$ cat config.mk
export PLATFORM = sky130hd
export DESIGN_NAME = eae_muldiv
export DESIGN_NICKNAME = d
export VERILOG_FILES = /design/src/rtl/eae_muldiv_pkg.sv /design/src/rtl/eae_muldiv_step.sv /design/src/rtl/eae_muldiv.sv
export SDC_FILE = /design/constraint.sdc
export NUM_CORES = 1
export LEC_CHECK = 0
export ABC_AREA = 1
export CORE_ASPECT_RATIO = 1.5
export CORE_MARGIN = 4
export CORE_UTILIZATION = 45
export CTS_CLUSTER_DIAMETER = 150
export DETAILED_ROUTE_END_ITERATION = 8
export PLACE_DENSITY = 0.68
export SLEW_MARGIN = 40
export SYNTH_ARGS = -nofsm -noshare
export SYNTH_HDL_FRONTEND = slang
export SYNTH_HIERARCHICAL = 1
export SYNTH_SLANG_ARGS = --single-unit
export TNS_END_PERCENT = 30
$ cat constraint.sdc
create_clock -name clock -period 3.17 [get_ports clock]
set_clock_uncertainty 0.1 [all_clocks]
set_input_delay 0.634 -clock clock [delete_from_list [all_inputs] [get_ports clock]]
set_output_delay 0.634 -clock clock [all_outputs]
set_load 0.02 [all_outputs]
$ cat src/rtl/eae_muldiv_pkg.sv
`default_nettype none
// ============================================================================
// Module      : eae_pkg
// Description : Shared state encoding and operation codes for the extended
//               arithmetic multiply/divide unit.
// Revision    : 1.0  initial release
// ============================================================================
package eae_pkg;

  typedef enum logic [1:0] {
    IDLE = 2'd0,
    LOAD = 2'd1,
    CALC = 2'd2,
    DONE = 2'd3
  } eae_state_t;

  localparam logic OP_MUL = 1'b0;
  localparam logic OP_DIV = 1'b1;

endpackage
`default_nettype wire

$ cat src/rtl/eae_muldiv_step.sv
`default_nettype none
// ============================================================================
// Module      : eae_muldiv_step
// Description : One iteration of the shared datapath. MUL performs an
//               add-and-shift-right on the {hi,lo} product register; DIV
//               performs a shift-left and restoring trial subtract on the
//               {remainder,quotient} register.
// Revision    : 1.0  initial release
// ============================================================================
module eae_muldiv_step
  import eae_pkg::*;
#(
  parameter int W = 12
) (
  input  logic         op,
  input  logic [W-1:0] cur_hi,
  input  logic [W-1:0] cur_lo,
  input  logic [W-1:0] opb,
  output logic [W-1:0] nxt_hi,
  output logic [W-1:0] nxt_lo
);

  logic [W:0] w_mul_sum;
  logic [W:0] w_div_trial;
  logic [W:0] w_div_diff;

  // Single iteration: MUL add/shift or DIV shift/trial-subtract.
  always_comb begin
    // Carry out of the add lands in bit W and shifts into the top of hi.
    w_mul_sum   = {1'b0, cur_hi} + (cur_lo[0] ? {1'b0, opb} : '0);
    // Bit shifted out of the remainder is kept as the trial's top bit.
    w_div_trial = {cur_hi, cur_lo[W-1]};
    // Remainder stays below the divisor, so trial < 2*divisor and the
    // difference's top bit is a valid sign bit.
    w_div_diff  = w_div_trial - {1'b0, opb};
    nxt_hi      = '0;
    nxt_lo      = '0;
    if (op == OP_MUL) begin
      nxt_hi = w_mul_sum[W:1];
      nxt_lo = {w_mul_sum[0], cur_lo[W-1:1]};
    end else if (!w_div_diff[W]) begin
      nxt_hi = w_div_diff[W-1:0];
      nxt_lo = {cur_lo[W-2:0], 1'b1};
    end else begin
      nxt_hi = w_div_trial[W-1:0];
      nxt_lo = {cur_lo[W-2:0], 1'b0};
    end
  end

endmodule
`default_nettype wire

$ cat src/rtl/eae_muldiv.sv
`default_nettype none
// ============================================================================
// Module      : eae_muldiv
// Description : Sequential W x W multiply-add and 2W / W restoring divide.
//               Control FSM, iteration counter and the working registers
//               that double as the result registers.
// Revision    : 1.0  initial release
// ============================================================================
module eae_muldiv
  import eae_pkg::*;
#(
  parameter int W = 12
) (
  input  logic         clock,
  input  logic         reset_n,
  input  logic         start,
  input  logic         op,
  input  logic [W-1:0] opa_hi,
  input  logic [W-1:0] opa_lo,
  input  logic [W-1:0] opb,
  output logic [W-1:0] result_hi,
  output logic [W-1:0] result_lo,
  output logic         overflow,
  output logic         busy,
  output logic         done
);

  localparam int               CNT_W    = (W > 2) ? $clog2(W) : 1;
  localparam logic [CNT_W-1:0] CNT_LAST = CNT_W'(W - 1);

  eae_state_t       r_state;
  logic             r_op;
  logic [W-1:0]     r_hi;
  logic [W-1:0]     r_lo;
  logic [W-1:0]     r_opb;
  logic [CNT_W-1:0] r_cnt;
  logic             r_overflow;
  logic             r_busy;
  logic             r_done;
  logic [W-1:0]     w_nxt_hi;
  logic [W-1:0]     w_nxt_lo;

  eae_muldiv_step #(
    .W (W)
  ) u_step (
    .op     (r_op),
    .cur_hi (r_hi),
    .cur_lo (r_lo),
    .opb    (r_opb),
    .nxt_hi (w_nxt_hi),
    .nxt_lo (w_nxt_lo)
  );

  // Control FSM; the working registers hold the result once DONE is reached
  // and keep it until the next acceptance.
  always_ff @(posedge clock or negedge reset_n) begin
    if (!reset_n) begin
      r_state    <= IDLE;
      r_op       <= OP_MUL;
      r_hi       <= '0;
      r_lo       <= '0;
      r_opb      <= '0;
      r_cnt      <= '0;
      r_overflow <= 1'b0;
      r_busy     <= 1'b0;
      r_done     <= 1'b0;
    end else begin
      case (r_state)
        IDLE: begin
          if (start) begin
            r_state    <= LOAD;
            r_op       <= op;
            r_hi       <= opa_hi;
            r_lo       <= opa_lo;
            r_opb      <= opb;
            r_overflow <= 1'b0;
            r_busy     <= 1'b1;
          end
        end
        LOAD: begin
          r_cnt <= '0;
          // Quotient would not fit in W bits (also catches divide by zero);
          // operands are left untouched as the reported result.
          if (r_op == OP_DIV && r_hi >= r_opb) begin
            r_overflow <= 1'b1;
            r_busy     <= 1'b0;
            r_done     <= 1'b1;
            r_state    <= DONE;
          end else begin
            r_state <= CALC;
          end
        end
        CALC: begin
          r_hi  <= w_nxt_hi;
          r_lo  <= w_nxt_lo;
          r_cnt <= r_cnt + 1'b1;
          if (r_cnt == CNT_LAST) begin
            r_busy  <= 1'b0;
            r_done  <= 1'b1;
            r_state <= DONE;
          end
        end
        DONE: begin
          // Requester must drop start before another operation is taken.
          if (!start) begin
            r_done  <= 1'b0;
            r_state <= IDLE;
          end
        end
        default: begin
          r_busy  <= 1'b0;
          r_done  <= 1'b0;
          r_state <= IDLE;
        end
      endcase
    end
  end

  assign result_hi = r_hi;
  assign result_lo = r_lo;
  assign overflow  = r_overflow;
  assign busy      = r_busy;
  assign done      = r_done;

endmodule
`default_nettype wire

==> qor.txt, run 1 <==
CRITICAL PATH
-------------------------------------------------------------------------------------
Dominant delay contributor by cell family on the critical path ......... simple AND/OR/NAND/NOR gates
Setup CP Type ..........................................................   reg -> reg
Buf+Inv Stages, Crit Path ..............................................            1
Ordered cell list for the critical path ................................ nand2_1, inv_1, ha_1, fa_1, nand2_1, nand2_1, nand2_1, nand2_1, nand2_1, nand2_1, or2_2, nand3_1, nand2_1, mux2i_1, a21oi_1
Maximum net fanout on the critical path ................................           15
Cell occurring most often along the worst timing path ..................      nand2_1
Cell with the largest stage delay on the worst path ....................      dfrtp_1
Startpoint type of the worst setup path ................................     register
Largest incremental delay on the critical path .........................      0.54 ns
Signal arrival time at the worst endpoint ..............................      2.74 ns
Crit. End Element ......................................................     register
Critical path data required time .......................................      3.24 ns

TIMING
-------------------------------------------------------------------------------------
Worst slew margin relative to its limit ................................        0.545
Highest Clock Rate .....................................................      374 MHz
Final Hold Fails .......................................................            0
Share of the clock period used by the worst path after layout ..........        0.844
Time the final worst path needs with I/O delays and setup ..............      2.67 ns
Worst Max-Slew Pin Slew ................................................     0.681 ns
Total count of max-transition violations in the final report ...........            0
RSZ-0062 raised after global routing ...................................        false
Total Neg Setup Slack ..................................................         0 ns
Final setup viols ......................................................            0

SYNTHESIS
-------------------------------------------------------------------------------------
Adder-cell share of the synthesized area ...............................        0.125
Number of synthesized flops with an enable pin .........................            0
Compound-cell area share of the yosys netlist ..........................       0.0997
Library cells used by synthesis ........................................           39
Area share of xor/xnor cells in the synthesized design .................       0.0116
Share of synthesized area occupied by flip-flops and latches ...........        0.255
Largest family of logic cells by synthesized area ...................... simple AND/OR/NAND/NOR gates
Number of nets produced by synthesis ...................................          747
Ys flop type ...........................................................      dfrtp_1
Leading cell types by total area after synthesis ....................... dfrtp_1 25%, nand2_1 15%, ha_1 12%, inv_1 8.7%, a21oi_1 6.1%
Avg Synthesized Cell Area ..............................................    6.81 um^2
Number of warning messages in the yosys log ............................            6
Cell area after synthesis ..............................................    4520 um^2
Proportion of synthesized area in mux cells ............................       0.0560
Post-synth ARST share ..................................................         1.00
Post-synthesis share of cell area spent on and, or, nand and nor gates .        0.334
Cell taking the most area after synthesis ..............................      dfrtp_1
FF+latch count, synth ..................................................           46
Share of the synthesized area in the top cell type .....................        0.255
Synthesized netlist cell count .........................................          663

FINAL LAYOUT
-------------------------------------------------------------------------------------
Relative area change from synthesis to final layout ....................        20.9%
Share of final-layout standard cells stronger than drive strength 1 ....       0.0807
Number of nets in the layout ...........................................          814
Fillers ................................................................          969
Combined flip-flop and latch cell area .................................    1150 um^2
Multi-input logic area .................................................    2830 um^2
Commonest non-fill, non-tap cell in the layout .........................      nand2_1
Final antenna diode count ..............................................            0
Most used cells in the layout excluding fill and tap cells ............. 180 x nand2_1, 105 x inv_1, 65 x clkdlybuf4s50_1

DIE
-------------------------------------------------------------------------------------
Effective utilization at floorplan .....................................        0.464
Die X ..................................................................      89.8 um
Die Ht .................................................................       131 um
Core Box Area ..........................................................    9740 um^2
Number of top-level design ports .......................................           67
Row cnt ................................................................           44
Die Outline Area .......................................................   11700 um^2

ROUTING
-------------------------------------------------------------------------------------
Number of nets with antenna violations after routing ...................            0
Detailed-route DRC error count .........................................            0
Total wirelength of the detailed-routed design .........................     12600 um
Detailed-route wire length per cell ....................................      14.9 um
Initial detailed-routing violation count ...............................          249
Via count of the routed design .........................................         4431
First-pass detailed-route iteration total ..............................            4
Number of vias per cell after detailed routing .........................         5.24

PLACEMENT
-------------------------------------------------------------------------------------
Global placement routability congestion ................................        0.926
Port bufs ..............................................................           66
Final HPWL from detailed placement .....................................     10200 um

CTS
-------------------------------------------------------------------------------------
TritonCTS clock tree ...................................................         done
CTS clk-pin slew, worst paths ..........................................      0.07 ns
Clock buffers created by TritonCTS .....................................            5
Post-CTS setup buffer count ............................................            0
Clock sinks ............................................................           46
CTS H-Tree Depth .......................................................            2
Root buffer cell .......................................................    clkbuf_16
Hold-fix buffers at CTS ................................................            0
Insertion delay of the later-clocked pin in the worst-skew pair ........      0.29 ns
Buffers from clock root to sink, at most ...............................            2
Total of cells resized after clock tree synthesis ......................            0

STATUS
-------------------------------------------------------------------------------------
Result of the run ...................................................... complete, no violations

GLOBAL ROUTE
-------------------------------------------------------------------------------------
Number of global-route vias before repair ..............................         4380
Global-route wire length before repair .................................     20500 um
Pin count of the biggest net entering global routing ...................           49
Overall track demand over capacity in global routing ...................        0.217
Antenna violations before repair .......................................            0
Remaining global-route overflow ........................................            0

HOLD PATH
-------------------------------------------------------------------------------------
Kind of path behind the tightest hold check ............................  in -> async

JOB
-------------------------------------------------------------------------------------
Number of max-cap violations ...........................................            0

-- layer usage --
metal	vias up	wire [um]	global-route usage
met4	0	716	0.137
met3	38	426	0.0298
met1	2030	4730	0.216
met5	-	0	0
li1	2251	-	-
met2	112	6770	0.427
-- state kept, by name, summed over array words and instances, names as in the netlist --
signal     flops
result_lo     12
busy           1
r_opb         12
r_op           1
overflow       1
r_cnt          4
done           1
result_hi     12
r_state        2
-- kinds of logic (layout without fill, tap and decap cells) --
logic type,after synthesis,after routing
fa+ha+maj,44,44
buf+inv,129,197
simple gates,330,330
flops,46,46
xor+xnor,6,6
mux,25,25
compound gates,83,83
-- worst register-to-register path: stages (launching register included) --
cell	delay, ns
dfrtp_1	0.54
nand2_1	0.12
inv_1	0.05
ha_1	0.22
fa_1	0.44
nand2_1	0.11
nand2_1	0.05
nand2_1	0.07
nand2_1	0.07
nand2_1	0.06
nand2_1	0.08
or2_2	0.28
nand3_1	0.07
nand2_1	0.07
mux2i_1	0.13
a21oi_1	0.08
-- through the flow --
stage | cell area, um^2 | hold WS, ns | util | setup WS, ns | cells
2_1_floorplan | 4520 | 0.238 | - | 0.602 | 663
3_3_place_gp | 5290 | 0.360 | 0.543 | 0.624 | 838
3_5_place_dp | 5290 | 0.362 | 0.543 | 0.525 | 838
4_1_cts | 5460 | 0.238 | 0.560 | 0.515 | 846
5_1_grt | 5460 | 0.255 | 0.560 | 0.293 | 846
6_report | 5460 | 0.212 | 0.560 | 0.496 | 846
-- area by class of cell --
cell class                      count  share of cell area
Timing Repair Buffer               79               0.138
Multi-Input combinational cell    488               0.519
Inverter                          110              0.0756
Sequential cell                    46               0.211
Clock buffer                        6              0.0236
Clock inverter                      2             0.00687
Tap cell                          115              0.0264
-- Yosys cell counts (2+ instances only) --
cell / count
nand3_1: 53
nand3b_1: 2
nand4_1: 8
o21bai_1: 2
buf_4: 2
a21boi_0: 2
xnor2_1: 4
nand2_4: 3
o21ai_0: 18
a21oi_1: 55
inv_1: 105
mux2i_1: 23
ha_1: 42
mux2_2: 2
nand3b_2: 4
fa_1: 2
or2_2: 3
buf_2: 5
dfrtp_1: 46
nand2_1: 180
nor2_1: 58
buf_6: 5
clkbuf_1: 7
inv_2: 5
xor2_1: 2
nand2_2: 5
nor2_2: 2
nand3_2: 7
-- path summary, 6_finish.rpt --
| kind | endpoint | startpoint | depth (start not counted) | slack, ns |
|---|---|---|---|---|
| setup / recovery | result_hi[7]$_DFFE_PN0P_ | result_lo[0]$_DFFE_PN0P_ | 15 | 0.50 |
| setup reg to reg | result_hi[7]$_DFFE_PN0P_ | result_lo[0]$_DFFE_PN0P_ | 15 | 0.50 |
| hold / removal | result_lo[6]$_DFFE_PN0P_ | reset_n | 1 | 0.21 |
| max in group asynchronous | r_opb[0]$_DFFE_PN0P_ | reset_n | 2 | 2.01 |
| min in group clock | overflow$_DFFE_PN0P_ | overflow$_DFFE_PN0P_ | 2 | 0.37 |
| hold reg to reg | overflow$_DFFE_PN0P_ | overflow$_DFFE_PN0P_ | 2 | 0.37 |
Power of run 1 is not shown: default switching activity piles up to over one toggle a cycle in this logic, so the estimate is an artifact.
==> run 2: changes to the inputs <==
Clock period 3.17 ns to 2.61 ns, I/O delays scaled along.
==> run 2 against run 1 <==
Compared with the run above:
- core utilization grew 1.5 points
- wire length grew 1.3%
- cell count grew 1.5%
- register-to-register slack lost 0.33 ns
- final area grew 2.7%
- count of clock-buffer cells in the layout shrank 1
- sequential share of layout area shrank 0.56 points
- die area is the same
- setup slack lost 0.33 ns
- non-clock buffer count grew 13
- sequential cell count is the same
==> qor.txt, run 2 (synthesized netlist as in run 1, its figures left out) <==
GLOBAL ROUTE
----------------------------------------------------------------------------------
Antenna violations before repair ....................................            0   unchanged
Number of global-route vias before repair ...........................         4438   +1.3%
Overall track demand over capacity in global routing ................        0.220   +0.00258
Pin count of the biggest net entering global routing ................           49   unchanged
Global-route wire length before repair ..............................     20600 um   +0.54%
Remaining global-route overflow .....................................            0   unchanged

CRITICAL PATH
----------------------------------------------------------------------------------
Critical path data required time ....................................      2.74 ns   -0.50 ns
Dominant delay contributor by cell family on the critical path ...... simple AND/OR/NAND/NOR gates
FF-to-FF path depth .................................................           14   -1
Signal arrival time at the worst endpoint ...........................      2.57 ns   -0.17 ns
Crit Reg-Reg Startpoint ............................................. result_lo[11]$_DFFE_PN0P_
R2R Setup Slk .......................................................      0.17 ns   -0.33 ns
Cell with the largest stage delay on the worst path .................      dfrtp_1
Startpoint type of the worst setup path .............................     register
Crit. End Element ...................................................     register
Ordered cell list for the critical path ............................. inv_1, ha_2, fa_2, inv_1, nand3_1, nand3_4, nand2_4, nand4_4, buf_4, nand3b_2, nand3_1, nand2_1, mux2i_1, a21oi_1
Endpoint of the most critical register-to-register path ............. result_hi[7]$_DFFE_PN0P_
Largest incremental delay on the critical path ......................      0.39 ns   -0.15 ns
Setup CP Type .......................................................   reg -> reg
Maximum net fanout on the critical path .............................           13   -2
Buf+Inv Stages, Crit Path ...........................................            3   +2

FINAL LAYOUT
----------------------------------------------------------------------------------
Most used cells in the layout excluding fill and tap cells .......... 179 x nand2_1, 105 x inv_1, 65 x clkdlybuf4s50_1
Share of final-layout standard cells stronger than drive strength 1 .        0.103   +0.0228
Commonest non-fill, non-tap cell in the layout ......................      nand2_1
Utilization after layout ............................................        0.576   +0.0152
Final antenna diode count ...........................................            0   unchanged
Number of nets in the layout ........................................          827   +1.6%
Relative area change from synthesis to final layout .................        24.2%
Post-route non-filler standard cell count ...........................          859   +1.5%

TIMING
----------------------------------------------------------------------------------
Highest Clock Rate ..................................................      409 MHz   +9.5%
Share of the clock period used by the worst path after layout .......        0.936   +0.0922
Final Hold Fails ....................................................            0   unchanged
Worst slew margin relative to its limit .............................        0.560   +0.0150
Final setup viols ...................................................            0   unchanged
Worst Max-Slew Pin Slew .............................................     0.659 ns   -0.0224 ns
Total count of max-transition violations in the final report ........            0   unchanged
Time the final worst path needs with I/O delays and setup ...........      2.44 ns   -0.232 ns
Total Neg Setup Slack ...............................................         0 ns   unchanged

DIE
----------------------------------------------------------------------------------
Number of top-level design ports ....................................           67   unchanged
Row cnt .............................................................           44   unchanged
Die Ht ..............................................................       131 um   unchanged
Effective utilization at floorplan ..................................        0.464   unchanged
Die Outline Area ....................................................   11700 um^2   unchanged
Core Box Area .......................................................    9740 um^2   unchanged
Die X ...............................................................      89.8 um   unchanged

CTS
----------------------------------------------------------------------------------
Root buffer cell ....................................................    clkbuf_16
TritonCTS clock tree ................................................         done
CTS clk-pin slew, worst paths .......................................      0.08 ns   about the same
Clock sinks .........................................................           46   unchanged
Buffers from clock root to sink, at most ............................            2   unchanged
Clock buffers created by TritonCTS ..................................            5   unchanged
Insertion delay of the later-clocked pin in the worst-skew pair .....      0.30 ns   about the same
CTS H-Tree Depth ....................................................            2   unchanged

ROUTING
----------------------------------------------------------------------------------
Number of nets with antenna violations after routing ................            0   unchanged
Total wirelength of the detailed-routed design ......................     12800 um   +1.3%
Initial detailed-routing violation count ............................          273   +9.6%
Via count of the routed design ......................................         4476   +1.0%
Detailed-route DRC error count ......................................            0   unchanged
Detailed-route wire length per cell .................................      14.9 um   -0.22%
Number of vias per cell after detailed routing ......................         5.21   -0.51%
First-pass detailed-route iteration total ...........................            5   +1

PLACEMENT
----------------------------------------------------------------------------------
Placed cells ........................................................          843   +0.60%
Final HPWL from detailed placement ..................................     10200 um   +0.19%
Port bufs ...........................................................           66   unchanged
Global placement routability congestion .............................        0.952   +2.8%

STATUS
----------------------------------------------------------------------------------
Result of the run ................................................... complete, no violations

HOLD PATH
----------------------------------------------------------------------------------
Kind of path behind the tightest hold check .........................  in -> async

JOB
----------------------------------------------------------------------------------
Number of max-cap violations ........................................            0   unchanged

run 2: cell types whose count changed in the layout (fill, tap and decap cells not counted), moves of 2 or more:
cell,previous run,this run
fa_1,2,0
inv_6,0,2
buf_4,13,25
fa_2,0,2
run 2: layer usage:
metal,vias to the layer above,global-route usage,part of all wire
met4,0,0.136,0.054
li1,2279,-,-
met3,41,0.0298,0.036
met5,-,0,0
met1,2032,0.222,0.38
met2,124,0.430,0.53
run 2: stage by stage:
| stage | area, um^2 | hold WS [ns] | worst slack [ns] |
|---|---|---|---|
| 2_1_floorplan | 4520 | 0.126 | 0.0420 |
| 3_3_place_gp | 5340 | 0.365 | 0.205 |
| 3_5_place_dp | 5340 | 0.361 | 0.0772 |
| 4_1_cts | 5520 | 0.104 | 0.0624 |
| 5_1_grt | 5610 | 0.124 | -0.00505 |
| 6_report | 5610 | 0.0852 | 0.168 |
run 2: cell type report:
cell class	instances	area (um^2)
clock buffer	5	125
clock inverter	3	47.5
timing repair buffer	92	863
sequential	46	1150
inverter	110	413
fill	957	4140
tap	115	144
multi-input combinational	488	2860
run 2: repair_timing:
| action | CTS | global route |
|---|---|---|
| hold endpoints to repair | 0 | 0 |
| setup endpoints to repair | 0 | 13 |
| setup buffers | 0 | 8 |
| gates resized for setup | 0 | 8 |
| hold buffers | 0 | 0 |
run 2: how the worst max path moves through the flow:
stage                              startpoint                        end  slack (ns)  cells after the start
floorplan            result_lo[0]$_DFFE_PN0P_   result_hi[7]$_DFFE_PN0P_        0.04                     16
global placement    result_lo[11]$_DFFE_PN0P_   result_hi[6]$_DFFE_PN0P_        0.20                     15
detailed placement  result_lo[11]$_DFFE_PN0P_  result_hi[10]$_DFFE_PN0P_        0.08                     14
CTS                 result_lo[11]$_DFFE_PN0P_  result_hi[10]$_DFFE_PN0P_        0.06                     14
global route        result_lo[11]$_DFFE_PN0P_   result_hi[6]$_DFFE_PN0P_      -0.005                     14
finish              result_lo[11]$_DFFE_PN0P_   result_hi[7]$_DFFE_PN0P_        0.17                     14
Power of run 2 is left out for the same reason.
==> run 3: changes to the inputs <==
Settings changed: CELL_PAD_IN_SITES_DETAIL_PLACEMENT from default to 0, CELL_PAD_IN_SITES_GLOBAL_PLACEMENT from default to 2, CORE_UTILIZATION 45 to 31, PLACE_DENSITY 0.68 to default, PLACE_DENSITY_LB_ADDON from default to 0.1.
==> run 3 against run 2 <==
Compared with the run above:
- sequential share of layout area is 0.27 points lower
- hold slack worse by 0.027 ns
- core utilization is 17 points lower
- critical path depth is 1 higher
- sequential cell count stayed put
- final area is 1.3% higher
- cell count is 9.0% higher
- fmax is 0.58% higher
- global-route usage is 4.5 points lower
- setup slack better by 0.014 ns
==> qor.txt, run 3 (synthesized netlist as in run 1, its figures left out) <==
STATUS
----------------------------------------------------------------------------------
Result of the run ................................................... complete, no violations

FINAL LAYOUT
----------------------------------------------------------------------------------
Multi-input logic area ..............................................    2870 um^2   about the same
Commonest non-fill, non-tap cell in the layout ......................      nand2_1
Final instance area .................................................    5680 um^2   +1.3%
Final antenna diode count ...........................................            0   unchanged
Fillers .............................................................         1559   +63%
Most used cells in the layout excluding fill and tap cells .......... 180 x nand2_1, 105 x inv_1, 65 x clkdlybuf4s50_1
Number of nets in the layout ........................................          827   unchanged
Relative area change from synthesis to final layout .................        25.8%
Combined flip-flop and latch cell area ..............................    1150 um^2   unchanged
Share of final-layout standard cells stronger than drive strength 1 .        0.103   unchanged

ROUTING
----------------------------------------------------------------------------------
Number of vias per cell after detailed routing ......................         4.63   -11%
Initial detailed-routing violation count ............................          155   -43%
Detailed-route wire length per cell .................................      15.1 um   +1.6%
Via count of the routed design ......................................         4333   -3.2%
First-pass detailed-route iteration total ...........................            4   -1
Total wirelength of the detailed-routed design ......................     14200 um   +11%
Detailed-route DRC error count ......................................            0   unchanged
Number of nets with antenna violations after routing ................            0   unchanged

GLOBAL ROUTE
----------------------------------------------------------------------------------
Remaining global-route overflow .....................................            0   unchanged
Overall track demand over capacity in global routing ................        0.175   -0.0450
Number of global-route vias before repair ...........................         4449   +0.25%
Antenna violations before repair ....................................            0   unchanged
GR met1 Demand/Resource .............................................        0.189   -0.0331
Global-route wire length before repair ..............................     22800 um   +11%
Busiest metal layer after global routing ............................         met2
Met2 routing resource usage after global routing ....................        0.342   -0.0876
Pin count of the biggest net entering global routing ................           49   unchanged
GR Util met3 ........................................................       0.0244   -0.00535

CRITICAL PATH
----------------------------------------------------------------------------------
Buf+Inv Stages, Crit Path ...........................................            1   -2
Largest incremental delay on the critical path ......................      0.43 ns   +0.04 ns
Setup CP Type .......................................................   reg -> reg
Cell occurring most often along the worst timing path ...............      nand2_1
Maximum net fanout on the critical path .............................            5   -8
Cell with the largest stage delay on the worst path .................      dfrtp_1
Signal arrival time at the worst endpoint ...........................      2.51 ns   -0.06 ns
Critical path startpoint ............................................ result_lo[0]$_DFFE_PN0P_
Crit Reg-Reg Startpoint ............................................. result_lo[0]$_DFFE_PN0P_
Ordered cell list for the critical path ............................. nand2_1, inv_1, ha_1, fa_2, nand2_1, nand2_1, nand2_1, nand2_1, nand2_1, nand2_1, or2_2, nand3_1, nand2_1, mux2i_1, a21oi_1
FF-to-FF path depth .................................................           15   +1
Dominant delay contributor by cell family on the critical path ...... simple AND/OR/NAND/NOR gates
R2R Setup Slk .......................................................      0.18 ns   about the same
Startpoint type of the worst setup path .............................     register
Worst path depth ....................................................           15   +1
Endpoint of the most critical register-to-register path ............. result_hi[7]$_DFFE_PN0P_
Crit. End Element ...................................................     register
Worst Setup EP ...................................................... result_hi[7]$_DFFE_PN0P_
Critical path data required time ....................................      2.69 ns   -0.05 ns

TIMING
----------------------------------------------------------------------------------
RSZ-0062 raised after global routing ................................         true
Time the final worst path needs with I/O delays and setup ...........      2.43 ns   -0.0142 ns
Total count of max-transition violations in the final report ........            0   unchanged
Highest Clock Rate ..................................................      412 MHz   +0.58%
Worst slew margin relative to its limit .............................        0.507   -0.0534
Final Hold Fails ....................................................            0   unchanged
Final setup viols ...................................................            0   unchanged
Share of the clock period used by the worst path after layout .......        0.930   -0.00542
Hold slack final ....................................................    0.0584 ns   -0.0268 ns
Total Neg Setup Slack ...............................................         0 ns   unchanged
Worst Max-Slew Pin Slew .............................................     0.739 ns   +0.0800 ns

CTS
----------------------------------------------------------------------------------
Clock sinks .........................................................           46   unchanged
Insertion delay of the later-clocked pin in the worst-skew pair .....      0.30 ns   about the same
Root buffer cell ....................................................    clkbuf_16
Hold-fix buffers at CTS .............................................            0   unchanged
CTS clk-pin slew, worst paths .......................................      0.08 ns   about the same
TritonCTS clock tree ................................................         done
Buffers from clock root to sink, at most ............................            2   unchanged
Clock buffers created by TritonCTS ..................................            5   unchanged
CTS H-Tree Depth ....................................................            2   unchanged

DIE
----------------------------------------------------------------------------------
Die Outline Area ....................................................   16600 um^2   +41%
Die X ...............................................................       107 um   +19%
Row cnt .............................................................           53   +20%
Number of top-level design ports ....................................           67   unchanged
Effective utilization at floorplan ..................................        0.320   -0.144
Core Box Area .......................................................   14100 um^2   +45%
Die Ht ..............................................................       156 um   +19%

PLACEMENT
----------------------------------------------------------------------------------
Placed instance area ................................................    5440 um^2   +1.8%
Port bufs ...........................................................           66   unchanged
Global placement routability congestion .............................        0.882   -7.4%
Final HPWL from detailed placement ..................................     11400 um   +12%

HOLD PATH
----------------------------------------------------------------------------------
Kind of path behind the tightest hold check .........................  in -> async

JOB
----------------------------------------------------------------------------------
Number of max-cap violations ........................................            0   unchanged

## run 3: changes by cell type in the layout (fill, tap and decap cells not counted), sizes merged
cell,delta
bufinv,-1
clkinv,+1
## run 3: final cells by class
cell class	instances	area share
Clock buffer	5	0.0220
Multi-Input combinational cell	488	0.504
Timing Repair Buffer	92	0.152
Clock inverter	3	0.00396
Tap cell	192	0.0423
Inverter	110	0.0727
Sequential cell	46	0.203
## run 3: per-layer routing
layer	share of wire	up-vias
li1	-	2274
met1	0.39	1967
met2	0.55	73
met3	0.027	19
met4	0.029	0
met5	0	-
## run 3: worst min-delay path by stage
stage	endpoint	slack [ns]
after floorplan	busy$_DFFE_PN0P_	0.13
after global placement	done$_DFFE_PN0P_	0.36
after detailed placement	done$_DFFE_PN0P_	0.36
after CTS	r_opb[11]$_DFFE_PN0P_	0.21
after global routing	result_lo[0]$_DFFE_PN0P_	0.08
final	r_opb[11]$_DFFE_PN0P_	0.06
## run 3: per-stage QoR
| stage | setup WS [ns] | cells | util |
|---|---|---|---|
| final | 0.182 | 936 | 0.402 |
| after global routing | -0.0164 | 936 | 0.402 |
| after CTS | 0.0351 | 928 | 0.396 |
| after detailed placement | 0.0611 | 920 | 0.385 |
| after global placement | 0.121 | 920 | 0.385 |
| after floorplan | 0.0420 | 663 | - |
## run 3: timing repair
item,CTS,global route
setup buffers,0,8
endpoints found under the setup margin,0,12
resized for setup,0,9
Power of run 3 is left out for the same reason.
